[src/rtl/imm_gen_pipe_pkg.sv]
// Shared opcode constants and immediate format codes for the pipelined immediate generator.
package imm_gen_pipe_pkg;

  localparam int unsigned INSTR_W = 32;
  localparam int unsigned OPC_W   = 7;
  localparam int unsigned FMT_W   = 3;

  localparam logic [OPC_W-1:0] OP_IMM    = 7'b0010011;
  localparam logic [OPC_W-1:0] LOAD      = 7'b0000011;
  localparam logic [OPC_W-1:0] JALR      = 7'b1100111;
  localparam logic [OPC_W-1:0] OP_IMM_32 = 7'b0011011;
  localparam logic [OPC_W-1:0] STORE     = 7'b0100011;
  localparam logic [OPC_W-1:0] BRANCH    = 7'b1100011;
  localparam logic [OPC_W-1:0] LUI       = 7'b0110111;
  localparam logic [OPC_W-1:0] AUIPC     = 7'b0010111;
  localparam logic [OPC_W-1:0] JAL       = 7'b1101111;
  localparam logic [OPC_W-1:0] SYSTEM    = 7'b1110011;

  typedef enum logic [FMT_W-1:0] {
    FMT_NONE = 3'd0,
    FMT_I    = 3'd1,
    FMT_S    = 3'd2,
    FMT_B    = 3'd3,
    FMT_U    = 3'd4,
    FMT_J    = 3'd5,
    FMT_Z    = 3'd6
  } imm_fmt_t;

endpackage

[src/rtl/imm_gen_pipe_if.sv]
// Instruction-in / immediate-out handshake bundle; slave is the generator side.
interface imm_gen_pipe_if
  import imm_gen_pipe_pkg::*;
#(
  parameter int unsigned XLEN  = 32,
  parameter int unsigned TAG_W = 32
);

  logic               in_valid;
  logic               in_ready;
  logic [INSTR_W-1:0] in_instr;
  logic [TAG_W-1:0]   in_tag;
  logic               out_valid;
  logic               out_ready;
  logic [XLEN-1:0]    out_imm;
  imm_fmt_t           out_fmt;
  logic [TAG_W-1:0]   out_tag;

  modport slave (
    input  in_valid, in_instr, in_tag, out_ready,
    output in_ready, out_valid, out_imm, out_fmt, out_tag
  );

  modport master (
    output in_valid, in_instr, in_tag, out_ready,
    input  in_ready, out_valid, out_imm, out_fmt, out_tag
  );

endinterface

[src/rtl/imm_gen_pipe_decode.sv]
// Combinational RISC-V immediate decode (module imm_decode_comb).
// CSR-immediate (Z) decode is enabled by defining IMM_GEN_ZICSR_EN.
module imm_decode_comb
  import imm_gen_pipe_pkg::*;
#(
  parameter int unsigned XLEN = 32
) (
  input  logic [INSTR_W-1:0] instr_i,
  output logic [XLEN-1:0]    imm_c_o,
  output imm_fmt_t           fmt_c_o
);

  logic [31:0] u_imm;
  logic [12:0] b_imm;
  logic [20:0] j_imm;

  assign u_imm = {instr_i[31:12], 12'b0};
  assign b_imm = {instr_i[31], instr_i[7], instr_i[30:25], instr_i[11:8], 1'b0};
  assign j_imm = {instr_i[31], instr_i[19:12], instr_i[20], instr_i[30:21], 1'b0};

  // Signed size casts sign-extend from the top bit of each field.
  always_comb begin
    imm_c_o = '0;
    fmt_c_o = FMT_NONE;
    case (instr_i[6:0])
      OP_IMM, LOAD, JALR: begin
        imm_c_o = XLEN'($signed(instr_i[31:20]));
        fmt_c_o = FMT_I;
      end
      OP_IMM_32: begin
        if (XLEN == 64) begin
          imm_c_o = XLEN'($signed(instr_i[31:20]));
          fmt_c_o = FMT_I;
        end
      end
      STORE: begin
        imm_c_o = XLEN'($signed({instr_i[31:25], instr_i[11:7]}));
        fmt_c_o = FMT_S;
      end
      BRANCH: begin
        imm_c_o = XLEN'($signed(b_imm));
        fmt_c_o = FMT_B;
      end
      LUI, AUIPC: begin
        imm_c_o = XLEN'($signed(u_imm));
        fmt_c_o = FMT_U;
      end
      JAL: begin
        imm_c_o = XLEN'($signed(j_imm));
        fmt_c_o = FMT_J;
      end
`ifdef IMM_GEN_ZICSR_EN
      SYSTEM: begin
        if (instr_i[14]) begin
          imm_c_o = XLEN'(instr_i[19:15]);
          fmt_c_o = FMT_Z;
        end
      end
`endif
      default: ;
    endcase
  end

endmodule

[src/rtl/imm_gen_pipe.sv]
// Pipelined immediate generator: input-side decode into a main/skid register pair.
// Optional CSR-immediate decode via IMM_GEN_ZICSR_EN (see imm_decode_comb).
module imm_gen_pipe
  import imm_gen_pipe_pkg::*;
#(
  parameter int unsigned XLEN  = 32,
  parameter int unsigned TAG_W = 32
) (
  input  logic          clk,
  input  logic          rst,
  imm_gen_pipe_if.slave bus
);

  typedef struct packed {
    logic             valid;
    logic [XLEN-1:0]  imm;
    imm_fmt_t         fmt;
    logic [TAG_W-1:0] tag;
  } entry_t;

  entry_t          m_q, m_d;
  entry_t          k_q, k_d;
  entry_t          new_entry;
  logic [XLEN-1:0] dec_imm;
  imm_fmt_t        dec_fmt;
  logic            accept;
  logic            fire;

  imm_decode_comb #(.XLEN(XLEN)) u_decode (
    .instr_i (bus.in_instr),
    .imm_c_o (dec_imm),
    .fmt_c_o (dec_fmt)
  );

  assign new_entry = '{valid: 1'b1, imm: dec_imm, fmt: dec_fmt, tag: bus.in_tag};
  assign accept    = bus.in_valid && !k_q.valid;
  assign fire      = m_q.valid && bus.out_ready;

  // Skid update: K only fills while M is held; M refills from K before new input.
  always_comb begin
    m_d = m_q;
    k_d = k_q;
    if (fire) begin
      if (k_q.valid) begin
        m_d       = k_q;
        k_d.valid = 1'b0;
      end else begin
        m_d.valid = 1'b0;
      end
    end
    if (accept) begin
      if (!m_q.valid || fire) begin
        m_d = new_entry;
      end else begin
        k_d = new_entry;
      end
    end
  end

  always_ff @(posedge clk) begin
    if (rst) begin
      m_q <= '0;
      k_q <= '0;
    end else begin
      m_q <= m_d;
      k_q <= k_d;
    end
  end

  assign bus.in_ready  = !k_q.valid;
  assign bus.out_valid = m_q.valid;
  assign bus.out_imm   = m_q.imm;
  assign bus.out_fmt   = m_q.fmt;
  assign bus.out_tag   = m_q.tag;

endmodule

[src/flat_wrapper.sv]
// flat-port wrapper written by rule: the top's interface ports become plain ports
module imm_gen_pipe_flat import imm_gen_pipe_pkg::*;
#(
  parameter int unsigned XLEN  = 32,
  parameter int unsigned TAG_W = 32
)
  (clk, rst, bus_in_valid, bus_in_instr, bus_in_tag, bus_out_ready, bus_in_ready, bus_out_valid, bus_out_imm, bus_out_fmt, bus_out_tag);
  imm_gen_pipe_if #(.XLEN(XLEN), .TAG_W(TAG_W)) bus_i ();
  input  logic clk;
  input  logic rst;
  input wire logic [$bits(bus_i.in_valid)-1:0] bus_in_valid;
  input wire logic [$bits(bus_i.in_instr)-1:0] bus_in_instr;
  input wire logic [$bits(bus_i.in_tag)-1:0] bus_in_tag;
  input wire logic [$bits(bus_i.out_ready)-1:0] bus_out_ready;
  output wire logic [$bits(bus_i.in_ready)-1:0] bus_in_ready;
  output wire logic [$bits(bus_i.out_valid)-1:0] bus_out_valid;
  output wire logic [$bits(bus_i.out_imm)-1:0] bus_out_imm;
  output wire logic [$bits(bus_i.out_fmt)-1:0] bus_out_fmt;
  output wire logic [$bits(bus_i.out_tag)-1:0] bus_out_tag;
  assign bus_i.in_valid = bus_in_valid;
  assign bus_i.in_instr = bus_in_instr;
  assign bus_i.in_tag = bus_in_tag;
  assign bus_i.out_ready = bus_out_ready;
  assign bus_in_ready = bus_i.in_ready;
  assign bus_out_valid = bus_i.out_valid;
  assign bus_out_imm = bus_i.out_imm;
  assign bus_out_fmt = bus_i.out_fmt;
  assign bus_out_tag = bus_i.out_tag;
  imm_gen_pipe #(.XLEN(XLEN), .TAG_W(TAG_W)) u_core (.clk(clk), .rst(rst), .bus(bus_i));
endmodule
[config.mk]
export PLATFORM = sky130hd
export DESIGN_NAME = imm_gen_pipe_flat
export DESIGN_NICKNAME = d
export VERILOG_FILES = /design/src/rtl/imm_gen_pipe_pkg.sv /design/src/rtl/imm_gen_pipe_if.sv /design/src/rtl/imm_gen_pipe_decode.sv /design/src/rtl/imm_gen_pipe.sv /design/src/flat_wrapper.sv
export SDC_FILE = /design/constraint.sdc
export NUM_CORES = 1
export LEC_CHECK = 0
export ABC_AREA = 0
export ABC_CLOCK_PERIOD_IN_PS = 1600
export BUFFER_PORTS_ARGS = -buffer_cell sky130_fd_sc_hd__buf_2
export CORE_ASPECT_RATIO = 1.25
export CORE_UTILIZATION = 50
export CTS_BUF_LIST = sky130_fd_sc_hd__clkbuf_4
export DETAILED_ROUTE_END_ITERATION = 10
export GPL_TIMING_DRIVEN = 0
export HOLD_SLACK_MARGIN = 0.08
export PLACE_DENSITY_LB_ADDON = 0.1
export SLEW_MARGIN = 15
export SYNTH_ARGS = -nofsm -noshare
export SYNTH_HDL_FRONTEND = slang
export SYNTH_SLANG_ARGS = --single-unit
[constraint.sdc]
create_clock -name clk -period 1.6 [get_ports clk]
set_clock_uncertainty 0.1 [all_clocks]
set_input_delay 0.16 -clock clk [delete_from_list [all_inputs] [get_ports clk]]
set_output_delay 0.16 -clock clk [all_outputs]
set_load 0.01 [all_outputs]
# Yosys cells after proc, flatten, opt, wreduce, memory -nomap -nowiden
# Index checks and enable logic that the tools add are counted.
# word_totals
word_cells	35
input_bits	68
reg_bits	136
# op_classes
n_bitwise	1
n_reduce_logical	8
n_mux	10
eq_ne	8
# ops
cell	count
68-bit two-way mux	5
32-bit one-hot mux with 5 select lines	1
67-bit two-way mux	1
7-bit equality test (second input constant)	3
3-bit one-hot mux with 5 select lines	1
7-bit by 5-bit equality test with 1-bit output (second input constant)	2
7-bit by 6-bit equality test with 1-bit output (second input constant)	2
7-bit by 2-bit equality test with 1-bit output (second input constant)	1
3-bit OR reduction	1
1-bit logical AND	2
1-bit logical NOT	2
1-bit two-way mux	2
2-bit AND reduction	1
2-bit OR reduction	1
1-bit logical OR	1
1-bit inverter	1

# Logic depth before layout (Yosys ltp)
# logic_depth
word_depth	5
mapped_depth	7
mapped_depth_nobuf	4

# Cells and area by module
# From an unflattened synthesis, not the netlist that was laid out.
# hier_totals
cells_unflattened	756
area_unflattened_um2	6113.4
# by_module_without_submodules
module	instances	cells_per_inst	area_per_inst_um2
imm_gen_pipe	1	686	5569.1
imm_decode_comb	1	70	544.3

# Worst setup path after synthesis
# OpenSTA, ideal clock, no wires.
# synth_path
path_type	register to register
from	register u_core.m_q, in the netlist u_core.bus.out_valid
to	register u_core.m_q, in the netlist u_core.bus.out_imm[10]
slack_ns	-0.029
period_less_slack_ns	1.629
setup_ns	0.070
arrival_ns	1.458
stages_incl_launch_ff	8
cell_sequence	dfxtp_1 nor2b_1 or2_1 buf_2 buf_2 buf_2 nand2_1 a21oi_1
# synth_between
elab_chain_len	4
word_cells_on_any_way	6
# synth_rtl
item	line_no	text
start, declared	imm_gen_pipe.sv:21	entry_t m_q, m_d;
start signal, assigned	imm_gen_pipe.sv:65	m_q <= m_d;
1-bit logical AND or 1-bit logical NOT (tied branches)	imm_gen_pipe.sv:37, imm_gen_pipe.sv:52	
68-bit two-way mux or 1-bit logical OR (tied branches)	imm_gen_pipe.sv:43, imm_gen_pipe.sv:52	
68-bit two-way mux	imm_gen_pipe.sv:52	if (!m_q.valid || fire) begin
68-bit two-way mux *	imm_gen_pipe.sv:51	if (accept) begin
# Mark *: on every way between the ends. The rest lies on a longest branch, timed or not.
# A chain may end at the register's enable or synchronous reset.

# Worst setup path in the final report
# layout_path
from	register u_core.m_q, in the netlist u_core.bus.out_valid
to	register u_core.m_q, in the netlist u_core.bus.out_fmt[0]
# Same word-level chain as after synthesis.

==> results.md <==
- Psw: about 2.0 mW
- H-tree levels: 4
- Max Slew Vio Count: 0
- Via Count: approximately 6000
- CTS tree: done
- Combinational family with the most area after synthesis: compound AO/OA/AOI/OAI gates
- Mux cell area share after synthesis: 0.0462
- PortBufs: approximately 130
- Failing checks: design-rule violations, negative setup slack
- WL final: about 17 mm
- Area grow syn2layout: 38.3%
- Post-Synth XOR/XNOR Area: 0
- Slew headroom: 0.421
- Crit path launch type: flip-flop
- Design area: between 8000 and 9000 sq um
- F_max: approximately 0.61 GHz
- Setup-failing EPs final: 6
- Core footprint: between 10000 and 15000 sq um
- CTS Sinks: 136
- WL per Instance: approximately 17 um
- Pwr Density: 894 nW/um^2
- Slowest cell on the critical path: dfxtp_4
- Most used cell along the critical path: buf_8
- Gp weighted congestion: 0.903
- Vias per inst: ~5.7
- Fin cells: 1052
- CTS Buf Count: 17
- Largest net degree at the start of global routing: 17
- Iter 0 DRT Violations: 359
- Min setup slack post-route: -0.0303 ns
- Yosys cell types: 43
- First-pass GRT wire length: roughly 27 mm
- Post-Syn Instances: 687
- CP max stage delay: between 0.3 and 0.4 ns
- Internal cell power: between 5 and 6 mW
- Post-route minimum period: roughly 1.6 ns
- CP cell instances: nor2b_4 > or2_4 > buf_8 > buf_8 > and3_1 > a211oi_2
- Max rail drop VDD: 0.557 mV
- GR Overflow Total: 0
- Post-synth EDFFs: 0
- Largest area contributor in the synthesized netlist: dfxtp_1
- WP data arrival: roughly 2 ns
- RSZ-0062 raised after global routing: yes
- Antenna Violating Nets Remaining: 0
- Initial antenna violation count: 1
- Util after Layout: 0.716
- Maxcap violations: 0
- Total power: 7.17 mW
- CP max FO: 7
- Post-Synth Adder-Cell Area: 0
- Switching Share: 0.274
- CP Data Required Time: between 1.5 and 2 ns
- Leak: ~3.2 nW
- Share of cells above drive strength 1: 0.309
- Clk_lat worst skew: 0.53 ns
- Top_reg_cell synth: dfxtp_1
- Number of global-route vias before repair: about 5600
- Initial Util: 0.518
- Die W: ~100 um
- FFs w/ async S/R, synth: 0
- Synth Register Bits: 136
- NumNets Final: 974
- Hold Vio Cnt, Final: 0
- Worst setup path class: reg2reg
- HPWL reported at the end of detailed placement: around 12 mm
- Class of the worst hold path: in2reg
- Post-DP Area: approximately 6600 sq um
- Synth Area in Compound Gates: 0.244
- Reg clk slew, reported paths: roughly 0.12 ns
- Top Ports: approximately 140
- Syn_nets: 755
- Syn. warnings: 0
- CTS root buffer: clkbuf_4
- Mapped Avg Cell Area: roughly 8.4 sq um
- Placed cells: about 950
- Die area: 12000 sq um
- Gr usage total: 0.280
- Combinational power share: 0.176
- Status: finished, violations left
- Seq pwr share: 0.509
- Seq/Total Area, Yosys: 0.470
- Clk pwr share: 0.315
- Residual DRC: 8
- Worst-margin pin slew: approximately 0.86 ns
- CTS max path bufs: 2
- Die H: 122 um
- Largest cells by area after synthesis: dfxtp_1 47%, nand2_1 12%, a21oi_1 5.7%
- Netlist Area Pre-Place: 5800 sq um
- Area share of the largest cell type after synthesis: 0.470
- CP Capture Type: flip-flop
- Num rows: 43
- Period utilization: 1.02
- Drt first pass iters: 10
- Setup Total Neg Slack: -0.0610 ns
- Simple-Gate Fraction of Synth Area: 0.189
registers in the layout, indices dropped and copies added (netlist names):
register / count
u_core.bus.out_valid: 1
u_core.k_q: 68
u_core.bus.out_tag: 32
u_core.bus.out_fmt: 3
u_core.bus.out_imm: 32
repair_timing:
| action | in CTS | in global routing |
|---|---|---|
| gates resized for setup | 61 | 62 |
| buffers inserted | 1 | 2 |
| gates cloned | 3 | 1 |
| pin swaps | 3 | 14 |
| setup endpoints to repair | 133 | 116 |
| hold buffers | 63 | 0 |
| hold endpoints to repair | 131 | 0 |
kinds of logic (layout without fill, tap and decap cells):
kind of cell / count (synthesis) / count (layout)
AND/OR/NAND/NOR: 265 / 265
AO/OA/AOI/OAI: 194 / 194
flip-flops: 136 / 136
buffers and inverters: 66 / 295
multiplexers: 26 / 26
other: 0 / 1
synthesized netlist by cell type (all sizes together) (2+ instances only):
| cell | n |
|---|---|
| buf | 27 |
| nand4bb | 2 |
| a221oi | 19 |
| nor4 | 2 |
| mux2 | 6 |
| nor2b | 3 |
| inv | 3 |
| mux2i | 20 |
| o21ai | 11 |
| or2 | 2 |
| a31o | 7 |
| a311oi | 33 |
| nand4b | 2 |
| nand2b | 4 |
| nor2 | 59 |
| a22oi | 4 |
| clkbuf | 36 |
| a21oi | 67 |
| and3 | 3 |
| a211o | 2 |
| a32oi | 8 |
| dfxtp | 136 |
| nor3 | 2 |
| nand3b | 3 |
| nand2 | 178 |
| a211oi | 26 |
| nand3 | 4 |
| o211ai | 13 |
placed cells by master, fill, tap and decap left out, types with 12 or more instances in the layout:
master	instances
buf_2	142
dlygate4sd3_1	63
nor2_1	56
nand2_1	177
a21oi_1	59
a221oi_2	15
mux2i_1	20
clkbuf_1	17
clkbuf_4	23
dfxtp_1	134
a311oi_1	17
a311oi_2	16
buf_6	12
a211oi_1	22
o211ai_1	13
worst max-delay path: cells and delay by family, from the launching register on:
| kind | cells | cell delay [ns] |
|---|---|---|
| buf+inv | 2 | 0.30 |
| compound gates | 1 | 0.20 |
| simple gates | 3 | 0.58 |
| flops | 1 | 0.38 |
worst paths after layout:
path / from / to / slack, ns / cells past startpoint
max: u_core.bus.out_valid / u_core.bus.out_fmt[0] / -0.03 / 6
min: bus_in_instr[7] / u_core.bus.out_imm[11] / 0.12 / 5
max reg2reg: u_core.bus.out_valid / u_core.bus.out_fmt[0] / -0.03 / 6
min reg2reg: u_core.k_q[17] / u_core.k_q[17] / 0.36 / 2
stage by stage:
| stage | worst slack [ns] | hold WS [ns] |
|---|---|---|
| 3_3_place_gp | -0.326 | 0.309 |
| 6_report | -0.0303 | 0.116 |
| 4_1_cts | -0.0354 | 0.0821 |
| 3_5_place_dp | -0.343 | 0.316 |
| 5_1_grt | -0.0732 | 0.143 |
| 2_1_floorplan | 0.0347 | 0.156 |
cell type report:
class / instances / area, sq um
plain buffers: 61 / 410
inverters: 3 / 11.3
multi-input cells: 485 / 3040
flip-flops and latches: 136 / 2730
fillers: 885 / 3170
clock buffers: 18 / 135
diodes: 1 / 2.50
clock inverters: 11 / 134
repair buffers: 202 / 1390
well taps: 135 / 169
power groups by stage:
stage / clock network (mW) / logic (mW) / registers (mW)
global placement: 0 / 0.919 / 3.72
detailed placement: 0 / 0.940 / 3.73
CTS: 2.28 / 1.15 / 3.65
global route: 2.43 / 1.35 / 3.67
floorplan: 0 / 0.488 / 3.78
finish: 2.26 / 1.26 / 3.65
metal layers:
layer / wire [um] / share of wire / global-route usage
met2: 8830 / 0.50 / 0.488
met1: 7370 / 0.42 / 0.332
met3: 860 / 0.049 / 0.0569
met4: 437 / 0.025 / 0.128
met5: 0 / 0 / 0
(Power assumes the default switching activity.)
